===== config.mk =====
export PLATFORM = sky130hd
export DESIGN_NAME = mul_share_arbiter
export DESIGN_NICKNAME = d
export VERILOG_FILES = /design/src/rtl/mul_share_arbiter.sv
export SDC_FILE = /design/constraint.sdc
export NUM_CORES = 1
export LEC_CHECK = 0
export CAP_MARGIN = 20
export CELL_PAD_IN_SITES_DETAIL_PLACEMENT = 0
export CELL_PAD_IN_SITES_GLOBAL_PLACEMENT = 2
export CORE_UTILIZATION = 32
export DETAILED_ROUTE_END_ITERATION = 10
export GPL_ROUTABILITY_DRIVEN = 0
export GPL_TIMING_DRIVEN = 0
export PLACE_DENSITY = 0.79
export SYNTH_ARGS = -nofsm -noshare
export SYNTH_HDL_FRONTEND = slang
export SYNTH_SLANG_ARGS = --single-unit
export TNS_END_PERCENT = 30

===== constraint.sdc =====
create_clock -name CLK -period 4.9 [get_ports CLK]
set_clock_uncertainty 0.1 [all_clocks]
set_input_delay 0.98 -clock CLK [delete_from_list [all_inputs] [get_ports CLK]]
set_output_delay 0.98 -clock CLK [all_outputs]
set_load 0.1 [all_outputs]

===== src/rtl/mul_share_arbiter.sv =====
// Shares one pipelined signed 8x8 multiplier among NREQ tagged requesters.
// Round-robin grant by default; define MUL_ARB_FIXED_PRIORITY_EN for lowest-index-wins priority.
module mul_share_arbiter #(
  parameter int NREQ = 4,
  parameter int LAT  = 4,
  parameter int IDW  = 2
) (
  input  logic              CLK,
  input  logic              rst,
  input  logic [NREQ-1:0]   req_valid,
  input  logic [8*NREQ-1:0] req_a,
  input  logic [8*NREQ-1:0] req_b,
  output logic [NREQ-1:0]   req_ready,
  output logic              res_valid,
  output logic [IDW-1:0]    res_id,
  output logic [15:0]       res_p,
  input  logic              res_ready,
  output logic              busy
);

  logic                 ce_s;
  logic                 hs_s;
  logic                 gnt_found_s;
  logic [IDW-1:0]       gnt_idx_s;
  int                   dist_s;
  int                   best_s;
  logic signed [7:0]    a_sel_s;
  logic signed [7:0]    b_sel_s;
  logic signed [7:0]    a1_r;
  logic signed [7:0]    b1_r;
  logic [LAT:1]         v_r;
  logic [IDW-1:0]       id_r [1:LAT];
  logic signed [15:0]   p_r  [2:LAT];
`ifndef MUL_ARB_FIXED_PRIORITY_EN
  logic [IDW-1:0]       ptr_r;
`endif

  // A stalled result freezes every stage, the grant pointer and acceptance.
  assign ce_s = !res_valid || res_ready;
  assign hs_s = gnt_found_s && ce_s;
  assign busy = (|v_r) || res_valid;

  // Grant: requester with the smallest rotational distance from the pointer wins.
  always_comb begin
    gnt_found_s = 1'b0;
    gnt_idx_s   = '0;
    best_s      = NREQ;
    dist_s      = 0;
    for (int i = 0; i < NREQ; i++) begin
`ifdef MUL_ARB_FIXED_PRIORITY_EN
      dist_s = i;
`else
      dist_s = i - int'(ptr_r);
      if (dist_s < 0) begin
        dist_s = dist_s + NREQ;
      end else begin
        dist_s = dist_s;
      end
`endif
      if (req_valid[i] && (dist_s < best_s)) begin
        best_s      = dist_s;
        gnt_idx_s   = IDW'(i);
        gnt_found_s = 1'b1;
      end else begin
        best_s = best_s;
      end
    end
  end

  // One-hot acceptance and operand select for the granted requester.
  always_comb begin
    req_ready = '0;
    a_sel_s   = 8'sd0;
    b_sel_s   = 8'sd0;
    for (int i = 0; i < NREQ; i++) begin
      req_ready[i] = hs_s && (gnt_idx_s == IDW'(i));
      if (gnt_idx_s == IDW'(i)) begin
        a_sel_s = req_a[8*i +: 8];
        b_sel_s = req_b[8*i +: 8];
      end else begin
        a_sel_s = a_sel_s;
        b_sel_s = b_sel_s;
      end
    end
  end

  // Operand stage, product stage, delay stages and the registered result.
  always_ff @(posedge CLK) begin
    if (rst) begin
      v_r       <= '0;
      a1_r      <= 8'sd0;
      b1_r      <= 8'sd0;
      res_valid <= 1'b0;
      res_id    <= '0;
      res_p     <= 16'h0000;
      for (int s = 1; s <= LAT; s++) begin
        id_r[s] <= '0;
      end
      for (int s = 2; s <= LAT; s++) begin
        p_r[s] <= 16'sd0;
      end
    end else if (ce_s) begin
      v_r[1] <= hs_s;
      if (hs_s) begin
        a1_r    <= a_sel_s;
        b1_r    <= b_sel_s;
        id_r[1] <= gnt_idx_s;
      end
      // Sign-extend before multiplying so the low 16 bits are the exact product.
      v_r[2]  <= v_r[1];
      id_r[2] <= id_r[1];
      p_r[2]  <= 16'(a1_r) * 16'(b1_r);
      for (int s = 3; s <= LAT; s++) begin
        v_r[s]  <= v_r[s-1];
        id_r[s] <= id_r[s-1];
        p_r[s]  <= p_r[s-1];
      end
      res_valid <= v_r[LAT];
      res_id    <= id_r[LAT];
      res_p     <= p_r[LAT];
    end
  end

`ifndef MUL_ARB_FIXED_PRIORITY_EN
  // Rotate priority to just past the requester served on this edge.
  always_ff @(posedge CLK) begin
    if (rst) begin
      ptr_r <= '0;
    end else if (hs_s) begin
      ptr_r <= (gnt_idx_s == IDW'(NREQ-1)) ? '0 : gnt_idx_s + IDW'(1);
    end
  end
`endif

endmodule


==> results of run 1 <==
cell type report:
class | instances | area (µm²)
timing repair buffer | 110 | 1110
sequential | 97 | 2510
inverter | 69 | 259
clock inverter | 6 | 76.3
clock buffer | 10 | 229
buffer | 20 | 86.3
fill | 1973 | 11300
tap | 265 | 332
multi-input combinational | 425 | 3710
per-stage QoR:
| stage | std cells | hold slack, ps | cell area (µm²) | setup slack (ps) |
|---|---|---|---|---|
| 3_5_place_dp | 977 | 341 | 7780 | -2210 |
| 5_1_grt | 1002 | 368 | 8310 | -43.9 |
| 2_1_floorplan | 617 | 336 | 6490 | -80.3 |
| 6_report | 1002 | 353 | 8310 | 96.9 |
| 3_3_place_gp | 976 | 338 | 7760 | -2070 |
| 4_1_cts | 999 | 354 | 8260 | 3.49 |
layer usage:
layer  vias to the layer above  routed length [µm]  track usage
met1                      2328                6030        0.166
met3                        11                 502       0.0275
li1                       2320                   -            -
met2                       100                6960        0.264
met5                         -                   0            0
met4                         0                 141       0.0349
cells by family after synthesis:
logic type               count (synthesis)
AND/OR/NAND/NOR                        207
AO/OA/AOI/OAI                          116
flip-flops                              97
buffers and inverters                   95
adder cells (fa/ha/maj)                 90
XOR/XNOR                                11
multiplexers                             1
flip-flops by register name, indices dropped and copies added, names as in the netlist:
| name | cells |
|---|---|
| res_valid | 1 |
| ptr_r | 2 |
| p_r | 48 |
| id_r | 8 |
| a1_r | 8 |
| b1_r | 8 |
| v_r | 4 |
| res_p | 16 |
| res_id | 2 |
layout by cell type (no fill, tap or decap), drive strengths merged, types with 3 or more instances in the layout:
master | synthesis | layout
xor2 | 3 | 3
a21oi | 25 | 25
nand2 | 43 | 43
edfxtp | 56 | 56
buf | 8 | 29
a221oi | 15 | 15
xnor2 | 8 | 8
ha | 35 | 35
clkinv | 0 | 3
fa | 55 | 55
nand2b | 9 | 9
o21a | 3 | 3
clkdlybuf4s50 | 0 | 88
a211o | 3 | 3
nor2b | 19 | 19
and2 | 86 | 86
inv | 69 | 71
a22o | 21 | 21
dfxtp | 41 | 41
nor3 | 25 | 25
a21o | 5 | 5
nor2 | 15 | 15
o21ai | 27 | 27
clkbuf | 18 | 23
synth_stat cells (all sizes together), types with 8 or more instances:
cell type / n
and2: 86
inv: 69
edfxtp: 56
fa: 55
nand2: 43
dfxtp: 41
ha: 35
o21ai: 27
a21oi: 25
nor3: 25
a22o: 21
nor2b: 19
clkbuf: 18
a221oi: 15
nor2: 15
nand2b: 9
buf: 8
xnor2: 8
path summary, 6_finish.rpt:
check	endpoint	slack, ps	cells past startpoint
setup reg to reg	p_r[2][15]	250	12
hold reg to reg	res_p[4]	350	1
hold / removal	res_p[4]	350	1
setup / recovery	req_ready[2]	100	17
power breakdown:
group	total, mW	switching (mW)	internal, mW	leakage [nW]
Clock	0.709	0.306	0.403	0.148
Sequential	1.16	0.128	1.03	1.01
Combinational	2.36	1.33	1.03	2.46
Total	4.23	1.76	2.47	3.62
timing repair:
action | CTS | global route
setup endpoints to repair | 14 | 6
setup buffers | 7 | 8
pin swaps | 5 | 13
gates resized for setup | 68 | 16
critical path, delay by kind of cell:
kind / cells / cell delay [ps]
multiplexers: 1 / 290
buffers and inverters: 4 / 550
AND/OR/NAND/NOR: 3 / 360
AO/OA/AOI/OAI: 6 / 780
adder cells (fa/ha/maj): 3 / 760
==> summary.md, run 1 <==
| Metric | Value |
|---|---|
| Run status | `complete, no violations` |
| Cts hold-fix bufs | `0` |
| Worst vdd ir | `0.227 mV` |
| Overall power | `4.23 mW` |
| First-pass GRT wire length | `23,000 µm` |
| Post-synthesis cell count | `617` |
| Util after Layout | `0.423` |
| Crit share post-route | `0.980` |
| Aggregate global-route resource usage | `0.142` |
| Ant diodes | `0` |
| Flops & latches, synth | `97` |
| CTS tree | `built` |
| Longest Clk Path Bufs | `2` |
| Mapped Area | `6480 µm²` |
| Initial Util | `0.330` |
| Layout area overhead | `28.1%` |
| Power Density | `510 nW/µm²` |
| Die span in x | `144 µm` |
| # DRC | `0` |
| Share of the synthesized area in the top cell type | `0.259` |
| Rel. slew slack | `0.351` |
| P_leak | `3.62 nW` |
| Final setup violation count | `0` |
| Min cycle time layout | `4800 ps` |
| Vias per cell | `4.75` |
| Clock Pin Slew Worst Setup and Hold Paths | `60 ps` |
| DP Wirelength | `10,800 µm` |
| Total grt overflow | `0` |
| Final nets | `893` |
| Clk root buf | `clkbuf_16` |
| Max incr delay on CP | `310 ps` |
| Largest net degree at the start of global routing | `41` |
| Post-route ant nets | `0` |
| Worst-skew pair later-pin latency | `340 ps` |
| Top FF cell, synth | `edfxtp_1` |
| Crit path cell chain | `buf_4 > mux2_4 > a21oi_4 > ha_1 > o21a_1 > o22ai_2 > nand2_1 > a21o_1 > ha_2 > o32ai_2 > nand2_1 > buf_4 > o221ai_4 > inv_2 > ha_4 > and2_4 > buf_12` |
| Row Count | `51` |
| Mux cell area share after synthesis | `0.00174` |
| Post-Syn Nets | `778` |
| Vias | `4,759` |
| Largest family of logic cells by synthesized area | `adder cells` |
| Iter 0 DRT Violations | `180` |
| DRT Pass-1 Iters | `5` |
| Slowest CP cell | `ha_2` |
| Sequential-to-total area share from yosys stat | `0.386` |
| Cts bufs inserted | `9` |
| Initial antenna violation count | `0` |
| Final setup TNS | `0 ps` |
| Die height | `144 µm` |
| EDFF count, synth | `56` |
| Reg2reg start | `b1_r[6]` |
| Total wire length | `13,600 µm` |
| Critical path class | `in2out` |
| Routed wire per std cell | `13.6 µm` |
| Io pins | `95` |
| Top cell type by total area after synthesis | `edfxtp_1` |
| Max Clock Freq | `208 MHz` |
| Startpoint Class | `input pin` |
| Synth Area in XOR/XNOR | `0.0149` |
| Vias in the first global route | `4,919` |
| H-Tree Depth | `3` |
| Ys Warns | `0` |
| Count of pins over their slew limit | `0` |
| Synth area leaders | `edfxtp_1 26%, fa_1 17%, dfxtp_1 13%` |
| Hold Fails Final Rpt | `0` |
| Critical path origin | `req_valid[1]` |
| Die area | `20,800 µm²` |
| Worst Path Required | `3820 ps` |
| Simple-Gate Fraction of Synth Area | `0.176` |
| Async S/R FF share, synth | `0` |
| PortBufs | `94` |
| Worst path arrival time | `3720 ps` |
| Hold Path Class | `reg2reg` |
| Critical path endpoint category | `output pin` |
| Least-Margin Pin Slew | `971 ps` |
| Layout cells sized above 1 | `0.100` |
| Unrepaired setup endpoints after global routing | `yes` |
| CTS Sinks | `97` |
| Max-Cap Viols | `0` |
| Synth Area in Compound Gates | `0.127` |
| Core area | `19,700 µm²` |
| Crit Path Max Fanout | `11` |
| HP Start | `p_r[4][4]` |
| Synth Area in Adders | `0.237` |
| Mapped Avg Cell Area | `10.5 µm²` |
| Netlist cell types | `51` |
(Power assumes the default switching activity.)
==> inputs of run 2 (changes only) <==
Settings changed: GPL_TIMING_DRIVEN 0 to default, REMOVE_ABC_BUFFERS from default to 1.
==> run 2 against run 1 <==
Design area is 0.62% higher. Sequential share of layout area shrank 0.19 points. Global-route usage rose by 0.43 points. First-iteration DRC count shrank 43%. Critical path depth grew 1. Routed wire length is 1.2% higher. Non-clock buffer count down 10. Clock power down 6.3%. Final cell count down 1.0%. Combinational power up 2%. Via count shrank 2.2%. Sequential power about the same. Critical endpoint is now req_ready[3].
==> summary.md, run 2 (synthesis gave the netlist of run 1 again) <==
| Metric | Value |
|---|---|
| Clock Pin Slew Worst Setup and Hold Paths | `60 ps` |
| Hold Path Class | `reg2reg` |
| Initial antenna violation count | `0` |
| Critical path class | `in2out` |
| Setup ws final | `161 ps` |
| Crit path cell chain | `buf_2 > mux2_4 > a21oi_4 > ha_4 > o21a_1 > o22ai_2 > nand2_1 > nor2_1 > a21o_1 > ha_4 > o32ai_4 > nand2_2 > o21ai_2 > nor2_4 > inv_2 > ha_4 > and2_4 > buf_12` |
| Clk root buf | `clkbuf_16` |
| Rel. slew slack | `0.352` |
| Count of pins over their slew limit | `0` |
| Power Density | `507 nW/µm²` |
| Setup Slack @ Placement | `-446 ps` |
| Max-Cap Viols | `0` |
| Util after Layout | `0.425` |
| CTS Sinks | `97` |
| Vias | `4,653` |
| Fill cells | `1,955` |
| # DRC | `0` |
| Flip-flop count of the largest register after layout | `48` |
| Dpl cell area | `7870 µm²` |
| Row Count | `51` |
| DRT Pass-1 Iters | `4` |
| Worst vdd ir | `0.225 mV` |
| Worst path bufs/invs | `3` |
| Die span in x | `144 µm` |
| Vias per cell | `4.69` |
| Biggest register | `p_r` |
| Worst Path Required | `3820 ps` |
| Max incr delay on CP | `310 ps` |
| Least-Margin Pin Slew | `968 ps` |
| Core area | `19,700 µm²` |
| First-pass GRT wire length | `23,600 µm` |
| Crit Path Max Fanout | `4` |
| Layout cells sized above 1 | `0.113` |
| Max Clock Freq | `211 MHz` |
| Final Hold Slack | `356 ps` |
| Layout area overhead | `28.9%` |
| Commonest non-fill, non-tap cell in the layout | `clkdlybuf4s50_1` |
| Die area | `20,800 µm²` |
| PortBufs | `94` |
| Largest net degree at the start of global routing | `57` |
| CTS tree | `built` |
| Initial Util | `0.330` |
| Io pins | `95` |
| Die height | `144 µm` |
| Hold Fails Final Rpt | `0` |
| Design area | `8360 µm²` |
| Aggregate global-route resource usage | `0.146` |
| Total wire length | `13,800 µm` |
| Final setup violation count | `0` |
| Crit share post-route | `0.967` |
| Iter 0 DRT Violations | `103` |
| Run status | `complete, no violations` |
| Vias in the first global route | `4,904` |
| Cts bufs inserted | `9` |
| Worst-skew pair later-pin latency | `350 ps` |
| Startpoint Class | `input pin` |
| Critical path endpoint category | `output pin` |
| Ant diodes | `0` |
| P_leak | `3.62 nW` |
| DP Wirelength | `10,400 µm` |
| Most frequent cells in the layout | `88 x clkdlybuf4s50_1, 82 x and2_1, 66 x inv_1` |
| Largest regs | `p_r (48), res_p (16)` |
| Cell family with most CP delay | `compound AO/OA/AOI/OAI gates` |
| Routed wire per std cell | `13.9 µm` |
| Worst path arrival time | `3660 ps` |
| Min cycle time layout | `4740 ps` |
| Worst path most repeated cell | `ha_4` |
| Longest Clk Path Bufs | `2` |
| H-Tree Depth | `3` |
| Slowest CP cell | `mux2_4` |
| Total grt overflow | `0` |
| Final nets | `883` |
| Post-route ant nets | `0` |
-- run 2: cell types whose count changed in the layout (fill, tap and decap cells not counted), sizes merged --
cell      before  now
clkbuf        23   13
buf           29   31
clkinv         3    1
clkinvlp       0    2
bufinv         1    0
inv           71   70
-- run 2: final timing paths --
kind                              startpoint            to  slack [ps]  depth (start not counted)
worst min register to register    p_r[4][10]     res_p[10]         360                          1
worst max-delay path            req_valid[0]  req_ready[3]         160                         18
worst max register to register       b1_r[4]    p_r[2][15]         300                         12
worst min-delay path              p_r[4][10]     res_p[10]         360                          1
-- run 2: metal layers --
layer | vias up | routed length, µm | GRT usage
met1 | 2252 | 6280 | 0.182
li1 | 2296 | - | -
met3 | 18 | 474 | 0.0298
met4 | 0 | 272 | 0.0532
met2 | 87 | 6760 | 0.251
met5 | - | 0 | 0
-- run 2: stage by stage --
| stage | power [mW] | std cells | setup TNS (ps) |
|---|---|---|---|
| final | 4.24 | 992 | 0 |
| after global routing | 4.63 | 992 | -8.31 |
| after CTS | 4.18 | 988 | 0 |
| after detailed placement | 3.43 | 971 | -6000 |
| after global placement | 3.36 | 971 | -2150 |
| after floorplan | 2.71 | 591 | -1470 |
-- run 2: cell type report --
type | count | area [µm²] | share of cell area
sequential | 97 | 2510 | 0.300
timing repair buffer | 120 | 1200 | 0.144
clock inverter | 4 | 27.5 | 0.00329
tap | 265 | 332 | 0.0397
clock buffer | 12 | 246 | 0.0295
multi-input combinational | 425 | 3790 | 0.453
inverter | 69 | 259 | 0.0310
-- run 2: power by group --
part,internal (mW),total (mW),switching [mW]
sequential,1.03,1.16,0.131
combinational,1.07,2.41,1.34
clock,0.359,0.664,0.305
-- run 2: repair_timing --
| action | 4_1_cts | 5_1_grt |
|---|---|---|
| hold buffers | 0 | 0 |
| endpoints found under the setup margin | 5 | 6 |
| resized for setup | 21 | 23 |
| buffers inserted | 1 | 3 |
| pin swaps | 10 | 11 |
